File: config.mk
export PLATFORM = sky130hd
export DESIGN_NAME = multi_edge_detector
export DESIGN_NICKNAME = d
export VERILOG_FILES = /design/src/rtl/edge_det_pkg.sv /design/src/rtl/edge_det_chan.sv /design/src/rtl/multi_edge_detector.sv
export SDC_FILE = /design/constraint.sdc
export NUM_CORES = 1
export LEC_CHECK = 0
export CAP_MARGIN = 0
export CORE_MARGIN = 5
export CORE_UTILIZATION = 40
export CTS_CLUSTER_DIAMETER = 80
export DETAILED_ROUTE_END_ITERATION = 10
export GPL_TIMING_DRIVEN = 0
export PLACE_DENSITY = 0.76
export SLEW_MARGIN = 30
export SYNTH_ARGS = -nofsm -noshare
export SYNTH_HDL_FRONTEND = slang
export SYNTH_HIERARCHICAL = 1
export SYNTH_SLANG_ARGS = --single-unit
File: constraint.sdc
create_clock -name clk -period 2.45 [get_ports clk]
set_clock_uncertainty 0.1 [all_clocks]
set_input_delay 0.49 -clock clk [delete_from_list [all_inputs] [get_ports clk]]
set_output_delay 0.49 -clock clk [all_outputs]
set_load 0.01 [all_outputs]
File: src/rtl/edge_det_pkg.sv
// edge_det_pkg: mode encodings, limits and the mode-match helper shared by the edge detector files.
package edge_det_pkg;
  typedef enum logic [1:0] {
    MODE_OFF  = 2'b00,
    MODE_RISE = 2'b01,
    MODE_FALL = 2'b10,
    MODE_BOTH = 2'b11
  } mode_e;
  localparam int MAX_SYNC = 4;
  localparam int MAX_FILT = 15;
  function automatic logic edge_hit(input logic [1:0] mode, input logic rise, input logic fall);
    return (rise && (mode == MODE_RISE || mode == MODE_BOTH)) ||
           (fall && (mode == MODE_FALL || mode == MODE_BOTH));
  endfunction
endpackage

File: src/rtl/edge_det_chan.sv
// edge_det_chan: one channel -- synchroniser, optional glitch filter (MED_FILTER_EN), edge pulses, sticky pending.
module edge_det_chan
  import edge_det_pkg::*;
#(
  parameter int SYNC_STAGES = 2
`ifdef MED_FILTER_EN
  ,
  parameter int FILT_CYCLES = 3
`endif
) (
  input  logic       clk,
  input  logic       reset,
  input  logic       sig,
  input  logic [1:0] mode,
  input  logic       clr,
  input  logic       en,
  output logic       level,
  output logic       pos_pulse,
  output logic       neg_pulse,
  output logic       pending
);
  logic [SYNC_STAGES-1:0] sync_q, sync_d;
  logic level_q, level_d, prev_q, prev_d, pos_q, pos_d, neg_q, neg_d, pend_q, pend_d;
  logic samp, filt, rise, fall;
  assign samp = sync_q[SYNC_STAGES-1];
`ifdef MED_FILTER_EN
  localparam logic [3:0] FILT_LAST = 4'(FILT_CYCLES - 1);
  logic       filt_q, filt_d;
  logic [3:0] cnt_q, cnt_d;
  // filt flips on the FILT_CYCLES-th consecutive differing sample; any agreeing sample restarts the count
  always_comb begin
    filt_d = (samp != filt_q && cnt_q == FILT_LAST) ? samp : filt_q;
    cnt_d  = (samp == filt_q || cnt_q == FILT_LAST) ? 4'd0 : cnt_q + 4'd1;
  end
  always_ff @(posedge clk or negedge reset) begin
    if (!reset) begin
      filt_q <= 1'b0;
      cnt_q  <= 4'd0;
    end else begin
      filt_q <= filt_d;
      cnt_q  <= cnt_d;
    end
  end
  assign filt = filt_q;
`else
  assign filt = samp;
`endif
  assign rise = level_q & ~prev_q;
  assign fall = ~level_q & prev_q;
  always_comb begin
    sync_d  = {sync_q[SYNC_STAGES-2:0], sig};
    level_d = filt;
    prev_d  = level_q;
    pos_d   = en & rise;
    neg_d   = en & fall;
    pend_d  = (en & edge_hit(mode, rise, fall)) | (pend_q & ~clr);
  end
  always_ff @(posedge clk or negedge reset) begin
    if (!reset) begin
      sync_q  <= '0;
      level_q <= 1'b0;
      prev_q  <= 1'b0;
      pos_q   <= 1'b0;
      neg_q   <= 1'b0;
      pend_q  <= 1'b0;
    end else begin
      sync_q  <= sync_d;
      level_q <= level_d;
      prev_q  <= prev_d;
      pos_q   <= pos_d;
      neg_q   <= neg_d;
      pend_q  <= pend_d;
    end
  end
  assign level     = level_q;
  assign pos_pulse = pos_q;
  assign neg_pulse = neg_q;
  assign pending   = pend_q;
endmodule

File: src/rtl/multi_edge_detector.sv
// multi_edge_detector: N-channel synchronising edge detector with pulses, W1C pending and masked irq.
// Optional glitch filter enabled by defining MED_FILTER_EN.
module multi_edge_detector
  import edge_det_pkg::*;
#(
  parameter int N_CH        = 4,
  parameter int SYNC_STAGES = 2,
  parameter int FILT_CYCLES = 3
) (
  input  logic              clk,
  input  logic              reset,
  input  logic [N_CH-1:0]   sig,
  input  logic [2*N_CH-1:0] mode,
  input  logic [N_CH-1:0]   irq_mask,
  input  logic [N_CH-1:0]   clr,
  output logic [N_CH-1:0]   level,
  output logic [N_CH-1:0]   pos_pulse,
  output logic [N_CH-1:0]   neg_pulse,
  output logic [N_CH-1:0]   pending,
  output logic              irq
);
  if (N_CH < 1 || N_CH > 32) begin : g_bad_nch
    $error("N_CH out of range");
  end
  if (SYNC_STAGES < 2 || SYNC_STAGES > MAX_SYNC) begin : g_bad_sync
    $error("SYNC_STAGES out of range");
  end
  if (FILT_CYCLES < 1 || FILT_CYCLES > MAX_FILT) begin : g_bad_filt
    $error("FILT_CYCLES out of range");
  end
  // suppression window covers the whole pipeline up to the first edge compare, so a level held through reset never looks like a rise
`ifdef MED_FILTER_EN
  localparam logic [4:0] WARM = 5'(SYNC_STAGES + 2 + FILT_CYCLES);
`else
  localparam logic [4:0] WARM = 5'(SYNC_STAGES + 2);
`endif
  logic [4:0] warm_q, warm_d;
  logic       irq_q, irq_d;
  logic       en;
  assign en = (warm_q == WARM);
  always_comb begin
    warm_d = en ? warm_q : warm_q + 5'd1;
    irq_d  = |(pending & irq_mask);
  end
  always_ff @(posedge clk or negedge reset) begin
    if (!reset) begin
      warm_q <= 5'd0;
      irq_q  <= 1'b0;
    end else begin
      warm_q <= warm_d;
      irq_q  <= irq_d;
    end
  end
  assign irq = irq_q;
  for (genvar i = 0; i < N_CH; i++) begin : g_ch
    edge_det_chan #(
      .SYNC_STAGES(SYNC_STAGES)
`ifdef MED_FILTER_EN
      ,
      .FILT_CYCLES(FILT_CYCLES)
`endif
    ) u_chan (
      .clk      (clk),
      .reset    (reset),
      .sig      (sig[i]),
      .mode     (mode[2*i+:2]),
      .clr      (clr[i]),
      .en       (en),
      .level    (level[i]),
      .pos_pulse(pos_pulse[i]),
      .neg_pulse(neg_pulse[i]),
      .pending  (pending[i])
    );
  end
endmodule

# Yosys cells after proc, flatten, opt, wreduce, memory -nomap -nowiden
# Index checks and enable logic that the tools add are counted.
[totals] reg_bits=34 inputBits=22 out_inout_bits=17 word_cells=102
[classes] add_sub_neg=1 n_eq_ne=13 bitwise=41 n_reduce_logical=21
[op_table] cell="AND 1 bit" count=24
[op_table] cell="== test 2 bit (second input constant)" count=8
[op_table] cell="logical OR 1 bit" count=12
[op_table] cell="inverter 1 bit" count=12
[op_table] cell="== test 2 x 1 -> 1 bit (second input constant)" count=4
[op_table] cell="logical AND 1 bit" count=8
[op_table] cell="adder 5 x 1 -> 5 bit (second input constant)" count=1
[op_table] cell="== test 5 x 3 -> 1 bit (second input constant)" count=1
[op_table] cell="AND 4 bit" count=1
[op_table] cell="OR 1 bit" count=4
[op_table] cell="OR reduction 4 bit" count=1

# Logic depth before layout (Yosys ltp)
[depth] ltp_word=6 ltp_mapped=7 depth_no_buf=6

# By module
# The synthesis kept the hierarchy.
[by_module_without_submodules] module="edge_det_chan" n_inst=4 cells_per_inst=11 area_each_um2=210.2 seq_area_each_um2=175.2
[by_module_without_submodules] module="multi_edge_detector" n_inst=1 cells_per_inst=25 area_each_um2=297.8 seq_area_each_um2=150.1

# Worst setup path after synthesis
# No wires, ideal clock.
[synth_timing] path_kind="reg2reg" start="reg warm_q[0]" end="reg g_ch[0].u_chan.pend_q" setup_time_ns=0.126 arrival_time_ns=1.512 t_required_ns=2.224 slack_ns=0.712 stages_incl_launch_ff=8 n_path_buf=1 synth_period_minus_slack_ns=1.738 cell_sequence="dfrtp_1 > inv_1 > ha_1 > nor2b_1 > and3b_1 > buf_6 > and3b_1 > a221o_1"
[synth_between] elab_chain_cells=3
[synth_lines] element="start: declaration" line="multi_edge_detector.sv:37" text="logic [4:0] warm_q, warm_d;"
[synth_lines] element="start signal: assignment" line="multi_edge_detector.sv:50" text="warm_q <= warm_d;"
[synth_lines] element="== test 5 x 3 -> 1 bit" line="multi_edge_detector.sv:40" text="assign en = (warm_q == WARM);"
[synth_lines] element="named net en" line="multi_edge_detector.sv:39" text="logic en;"
[synth_lines] element="AND 1 bit" line="edge_det_chan.sv:56" text="pend_d = (en & edge_hit(mode, rise, fall)) | (pend_q & ~clr);"
[synth_lines] element="OR 1 bit" line="edge_det_chan.sv:56"
[synth_lines] element="named net g_ch[0].u_chan.pend_d" line="edge_det_chan.sv:23" text="logic level_q, level_d, prev_q, prev_d, pos_q, pos_d, neg_q, neg_d, pend_q, pend_d;"
[synth_lines] element="end signal: assignment" line="edge_det_chan.sv:72" text="pend_q <= pend_d;"
[synth_lines] element="end: declaration" line="edge_det_chan.sv:23"
# The timed path passes the listed nets, and every way through them passes these cells.
# A chain may end at the register's enable or synchronous reset.

# Worst setup path after layout
[layout_timing] start="reg g_ch[1].u_chan.level_q" end="out level[1]"
[layout_rtl] element="start: declaration" line="edge_det_chan.sv:23"
[layout_rtl] element="start signal: assignment" line="edge_det_chan.sv:68" text="level_q <= level_d;"
[layout_rtl] element="end: declaration" line="multi_edge_detector.sv:16" text="output logic [N_CH-1:0] level,"
# No word-level cell between the ends.

==> results by group <==
Outcome
  – Status: finished clean

Job
  – Maxcap violations: 0

Critical path
  – Crit path DAT: ~1.3 ns
  – RR Endpoint: g_ch[2].u_chan/pending
  – Crit Path Class: register to output port
  – Slowest CP cell: clkdlybuf4s50_1
  – Setup crit end: level[1]
  – CP max FO: 4
  – Crit Reg-Reg Startpoint: warm_q[0]
  – R2R setup slack: between 0.5 and 0.6 ns
  – Worst setup EP type: output port
  – CP delay by family, top: buffers and inverters
  – Nature of the critical path startpoint: register
  – Slowest Stage Delay on Critical Path: 0.55 ns
  – Setup crit start: g_ch[1].u_chan/level
  – R2R cell count: 7
  – CP cell instances: clkdlybuf4s50_1
  – Crit path required time: about 1.9 ns
  – Buf/Inv on CP: 1
  – Crit path depth: 1

Hold path
  – Hold Path Class: register to register
  – Hold path cells: 0
  – Origin of the worst min-delay path: g_ch[2].u_chan/sync_q[0]

Pwr
  – Switching part of the total power: roughly a fifth
  – Seq pwr share: approximately 60%
  – Standby leakage power: 0.000746 uW
  – Pwr Total: slightly above 1000 uW
  – Clock power share: about 28%
  – P_int: around 800 uW
  – PwrDens: 618 mW/mm^2
  – Combinational power share: ~12%
  – P_sw: around 210 uW
  – Max IR drop VDD: 0.497 mV

Yosys
  – Area leader, netlist: dfrtp_1
  – Top post-synthesis cells by area: dfrtp_1 (75%), and3b_1 (3.8%), a221o_1 (3.5%), and3b_2 (3.5%), nor2b_1 (2.7%)
  – Synth Cell Area: roughly 0.0011 mm^2
  – Syn. warnings: 6
  – Synth Register Bits: 34
  – Synth Net Count: 93
  – Synth cell types: 16
  – Asr flop ratio synth: 100%
  – Count leader, synth: dfrtp_1
  – Register area share after synthesis: roughly three quarters
  – Largest family of logic cells by synthesized area: simple AND/OR/NAND/NOR gates
  – Compound-Gate Fraction of Synth Area: 5.49%
  – Synth cell count leaders: dfrtp_1 (34), and3b_1 (5), nor2b_1 (5), a221o_1 (4), and3b_2 (4)
  – Post-synth EDFFs: 0
  – Post-synth top area share: 74.7%
  – Synth Instances: 69
  – Syn Area/Cell: around 17 um^2
  – Post-Synth XOR/XNOR Area: between 2 and 2.5%
  – Synth Area in Simple Gates: about an eighth
  – Top FF cell, synth: dfrtp_1
  – Adder-Cell Fraction of Synth Area: under 10%
  – Multiplexer share of the synthesized area: under 10%

Route
  – Vias per cell: 4.89
  – Via count: about 710
  – Post-route ant nets: 0
  – Final WL: 2.05 mm
  – Pre-antenna DRT Iters: 4
  – Post-route DRC: 0
  – DRT iter0 DRCs: 21
  – WL per Instance: 14.0 um

Placement
  – GPL Wtd Cong: 0.684
  – PortBufs: 38
  – DP HPWL: around 1.6 mm

CTS
  – Clk buf depth: 2
  – Cts bufs inserted: 5
  – Clk_lat worst skew: 0.32 ns
  – # H-tree levels: 2
  – CTS tree: built
  – Root buffer cell: clkbuf_4
  – Postcts setup bufs: 0
  – Clk sinks: 34
  – Clock-pin slew on the worst setup and hold paths: around 0.090 ns

Floorplanning
  – Ports: 39
  – Standard-cell rows: 19
  – Die Y: between 60 and 70 um
  – DIE AREA: between 0.004 and 0.005 mm^2
  – Core Area: roughly 0.0027 mm^2
  – Starting density of the core: a little over two fifths
  – DIE WIDTH: 63.4 um

Timing
  – WHS: 0.254 ns
  – Final-report hold violation count: 0
  – # setup viols final: 0
  – Final period utilization: between 70% and 80%
  – Min Clock Period, post-route: around 1.9 ns
  – F_max: 537 MHz
  – Slew @ Worst Pin: 0.261 ns
  – RSZ-0062 raised after global routing: false
  – Max-slew violations: 0
  – Fin Setup TNS: 0 ns
  – Max transition margin: between 80 and 90%

Global route
  – Largest net degree at the start of global routing: 27
  – Initial antenna violation count: 0
  – Tot GR Track Use: a little under an eighth
  – Vias in the first global route: approximately 760
  – Total gr overflow: 0
  – Global-route wire length before repair: around 3.5 mm

Finish
  – Share of layout cells above drive strength 1: 12.2%
  – Final #Nets: 140
  – Fill count: between 200 and 250
  – Area grow syn2layout: 44.2%
  – ANT cells: 0
## flip-flops by register name, indices dropped and copies added, names as in the netlist
| signal | count |
|---|---|
| g_ch.u_chan/sync_q | 8 |
| warm_q | 5 |
| g_ch.u_chan/level | 4 |
| g_ch.u_chan/neg_pulse | 4 |
| g_ch.u_chan/pending | 4 |
| g_ch.u_chan/pos_pulse | 4 |
| g_ch.u_chan/prev_q | 4 |
| irq | 1 |
## final cells by class
class                   instances  area [um^2]  share of cell area, %
plain buffers                   1         11.3                  0.686
well taps                      31         38.8                   2.36
flip-flops and latches         34          851                   51.8
repair buffers                 40          413                   25.2
multi-input cells              32          269                   16.4
inverters                       2         7.51                  0.457
clock buffers                   6         51.3                   3.13
## placed cells by master (no fill, tap or decap), types with 2 or more instances in the layout
cell type         n
clkbuf_4          5
and3b_2           4
clkdlybuf4s50_1  37
xnor2_1           3
inv_1             2
ha_1              2
a221o_1           4
and3b_1           5
nand3_1           2
a22oi_1           2
dfrtp_1          34
nor2b_1           5
## power by group through the flow
stage | clock (uW) | sequential [uW] | combinational [uW]
floorplan | 0 | 623 | 21.7
global placement | 0 | 614 | 120
detailed placement | 0 | 616 | 126
CTS | 299 | 605 | 128
global route | 330 | 608 | 135
finish | 284 | 604 | 126
## per-stage QoR
| stage | setup WS, ns | std cells | util, % | instance area [um^2] |
|---|---|---|---|---|
| floorplan | 0.712 | 69 | - | 1140 |
| global placement | 0.187 | 138 | 57.0 | 1560 |
| detailed placement | 0.600 | 139 | 57.8 | 1580 |
| CTS | 0.548 | 146 | 60.0 | 1640 |
| global route | 0.475 | 146 | 60.0 | 1640 |
| finish | 0.586 | 146 | 60.0 | 1640 |
## repair_timing
action | 4_1_cts | 5_1_grt
setup endpoints to repair | 0 | 0
hold buffers | 1 | 0
endpoints found under the hold margin | 8 | 0
resized for setup | 0 | 0
## metal layers
| metal | track usage [%] | wire length [um] | vias up |
|---|---|---|---|
| met5 | 0 | 0 | - |
| met4 | 3.90 | 23 | 0 |
| met3 | 8.17 | 253 | 2 |
| met2 | 17.0 | 943 | 35 |
| met1 | 12.8 | 828 | 341 |
| li1 | - | - | 336 |
## worst min-delay path by stage
stage                                    end  slack, ns
floorplan               g_ch[0].u_chan/level       0.09
global placement        g_ch[3].u_chan/level       0.23
detailed placement  g_ch[2].u_chan/sync_q[1]       0.23
CTS                 g_ch[2].u_chan/sync_q[1]       0.26
global route            g_ch[1].u_chan/level       0.27
finish              g_ch[2].u_chan/sync_q[1]       0.25
## cells by family after synthesis
kind of cell    count (synthesis)
compound gates                  7
xor+xnor                        3
fa+ha+maj                       2
buf+inv                         3
flops                          34
mux                             1
simple gates                   19
(Power assumes the default switching activity.)
==> edit: new RTL, config.mk and constraints unchanged <==
The output `irq` loses its register stage (`irq_q` becomes a continuous assignment).
--- a/src/rtl/multi_edge_detector.sv
+++ b/src/rtl/multi_edge_detector.sv
@@ -46,10 +46,10 @@
     if (!reset) begin
       warm_q <= 5'd0;
-      irq_q  <= 1'b0;
     end else begin
       warm_q <= warm_d;
-      irq_q  <= irq_d;
     end
   end
+
+  assign irq_q = irq_d;
   assign irq = irq_q;
   for (genvar i = 0; i < N_CH; i++) begin : g_ch
Function: changed (a bounded check fails within 10 cycles, from zero or initial values and one cycle with reset low).
==> edit against the unedited design <==
  * Synthesized cell count is 1.4% lower
  * Area after synthesis is 2.2% lower
  * Setup slack worse by 0.34 ns
  * Non-clock buffer count is 2 lower
  * Power is 2.5% lower
  * Sequential cell count is 1 lower
  * Wire length hardly changed
  * Combinational power is 6% lower
  * Final area is 3.6% lower
  * Largest cell class unchanged
==> edit: results <==
export IMPL_multiInputGateArea_um2=269.0
export IMPL_cp_max_fo=1
export IMPL_buffers_excl_clock=39
export IMPL_cts_resized=0
export IMPL_synth_async_reset_ratio_pct=100.0
export IMPL_switching_share_pct=23.42
export IMPL_internal_power_mw=0.7568
export IMPL_yosys_most_used_dff="dfrtp_1"
export IMPL_clock_tree_area_fraction_pct=3.478
export IMPL_synth_cell_type_count=16
export IMPL_fill_cells=238
export IMPL_synth_compound_area_share_pct=5.618
export IMPL_place_area_mm2=0.001528
export IMPL_clk_pin_slew_ns=0.11
export IMPL_timing_hold_ws_ns=0.09840
export IMPL_nets=137
export IMPL_seq_area_frac_synth_pct=74.16
export IMPL_yosysWarnings=6
export IMPL_hold_class="primary input to asynchronous set/reset pin"
export IMPL_synthTopCellsByArea="dfrtp_1 (74%), and3b_1 (3.9%), a221o_1 (3.6%), and3b_2 (3.6%), nor2b_1 (2.8%)"
export IMPL_drt_iter0_drc=10
export IMPL_ir_worst_vdd_mv=0.4853
export IMPL_postCtsSetupBuffers=0
export IMPL_io_buffer_count=38
export IMPL_clockNetworkPower_mw=0.286
export IMPL_synth_xor_area_share_pct=2.360
export IMPL_clock_latency_ns=0.33
export IMPL_synthTopCellsByCount="dfrtp_1 (33), and3b_1 (5), nor2b_1 (5), a221o_1 (4), and3b_2 (4)"
export IMPL_die_w_um=62.76
export IMPL_cts_htree_levels=2
export IMPL_antenna_found_initial=0
export IMPL_worst_ep_arrival_time_ns=1.61
export IMPL_status="finished clean"
export IMPL_grt_pass1_vias=775
export IMPL_cts_hold_buf=0
export IMPL_ys_seq_elements=33
export IMPL_synthAdderAreaFrac_pct=2.247
export IMPL_via_per_inst=4.821
export IMPL_cts_max_path_buffers=2
export IMPL_ff_latch_area_um2=825.8
export IMPL_drive_gt1_share_pct=13.16
export IMPL_routabilityCongestion=0.6394
export IMPL_nonClkBufAreaFrac_pct=24.43
export IMPL_grt_start_max_net_pins=34
export IMPL_synth_nets=92
export IMPL_clock_buffers=5
export IMPL_powerSeq_mw=0.584
export IMPL_grt_total_usage_pct=11.98
export IMPL_power_leakage_nw=0.7190
export IMPL_diodes=0
export IMPL_detail_route_wl_per_cell_um=14.12
export IMPL_grt_pass1_wl_mm=3.560
export IMPL_worst_pin_slew_ns=0.7028
export IMPL_place_detailed_hpwl_mm=1.535
export IMPL_clock_root_buffer="clkbuf_4"
export IMPL_synth_mux_area_fraction_pct=1.348
-- edit: changes by cell type after synthesis, sizes merged --
cell | unedited run | this run
dfrtp | 34 | 33
-- edit: logic make-up (layout without fill, tap and decap cells) --
| family | count (synthesis) | in the layout |
|---|---|---|
| flops | 33 | 33 |
| xor+xnor | 3 | 3 |
| mux | 1 | 1 |
| simple gates | 19 | 19 |
| fa+ha+maj | 2 | 2 |
| compound gates | 7 | 7 |
| buf+inv | 3 | 49 |
-- edit: path summary, 6_finish.rpt --
kind                                               startpoint                            endpoint  cells past startpoint
max                                               irq_mask[0]                                 irq                      4
min                                                     reset  g_ch[2].u_chan/sync_q[0]$_DFF_PN0_                      1
max reg2reg                             warm_q[0]$_DFFE_PN0P_    g_ch[2].u_chan/pending$_DFF_PN0_                      7
min reg2reg                g_ch[3].u_chan/sync_q[1]$_DFF_PN0_      g_ch[3].u_chan/level$_DFF_PN0_                      0
max in group asynchronous                               reset    g_ch[3].u_chan/pending$_DFF_PN0_                      1
min in group clk           g_ch[3].u_chan/sync_q[1]$_DFF_PN0_      g_ch[3].u_chan/level$_DFF_PN0_                      0
-- edit: worst max-delay path, stage by stage --
cell	delay, ns
clkdlybuf4s50_1	0.45
a22oi_1	0.07
nand2_1	0.07
clkdlybuf4s50_1	0.53
-- edit: metrics by stage --
stage               worst slack, ns  instances  util, %
floorplan                    0.7120         68        -
global placement             0.2438        137    56.56
detailed placement           0.2453        137    56.37
CTS                          0.2373        145    58.40
global route                 0.1659        145    58.40
finish                       0.2494        145    58.40
-- edit: routing by layer --
metal / global-route usage [%] / wire, um / vias up
li1: - / - / 328
met1: 11.50 / 731 / 334
met2: 19.04 / 1037 / 35
met3: 8.273 / 255 / 2
met4: 6.366 / 23 / 0
met5: 0 / 0 / -
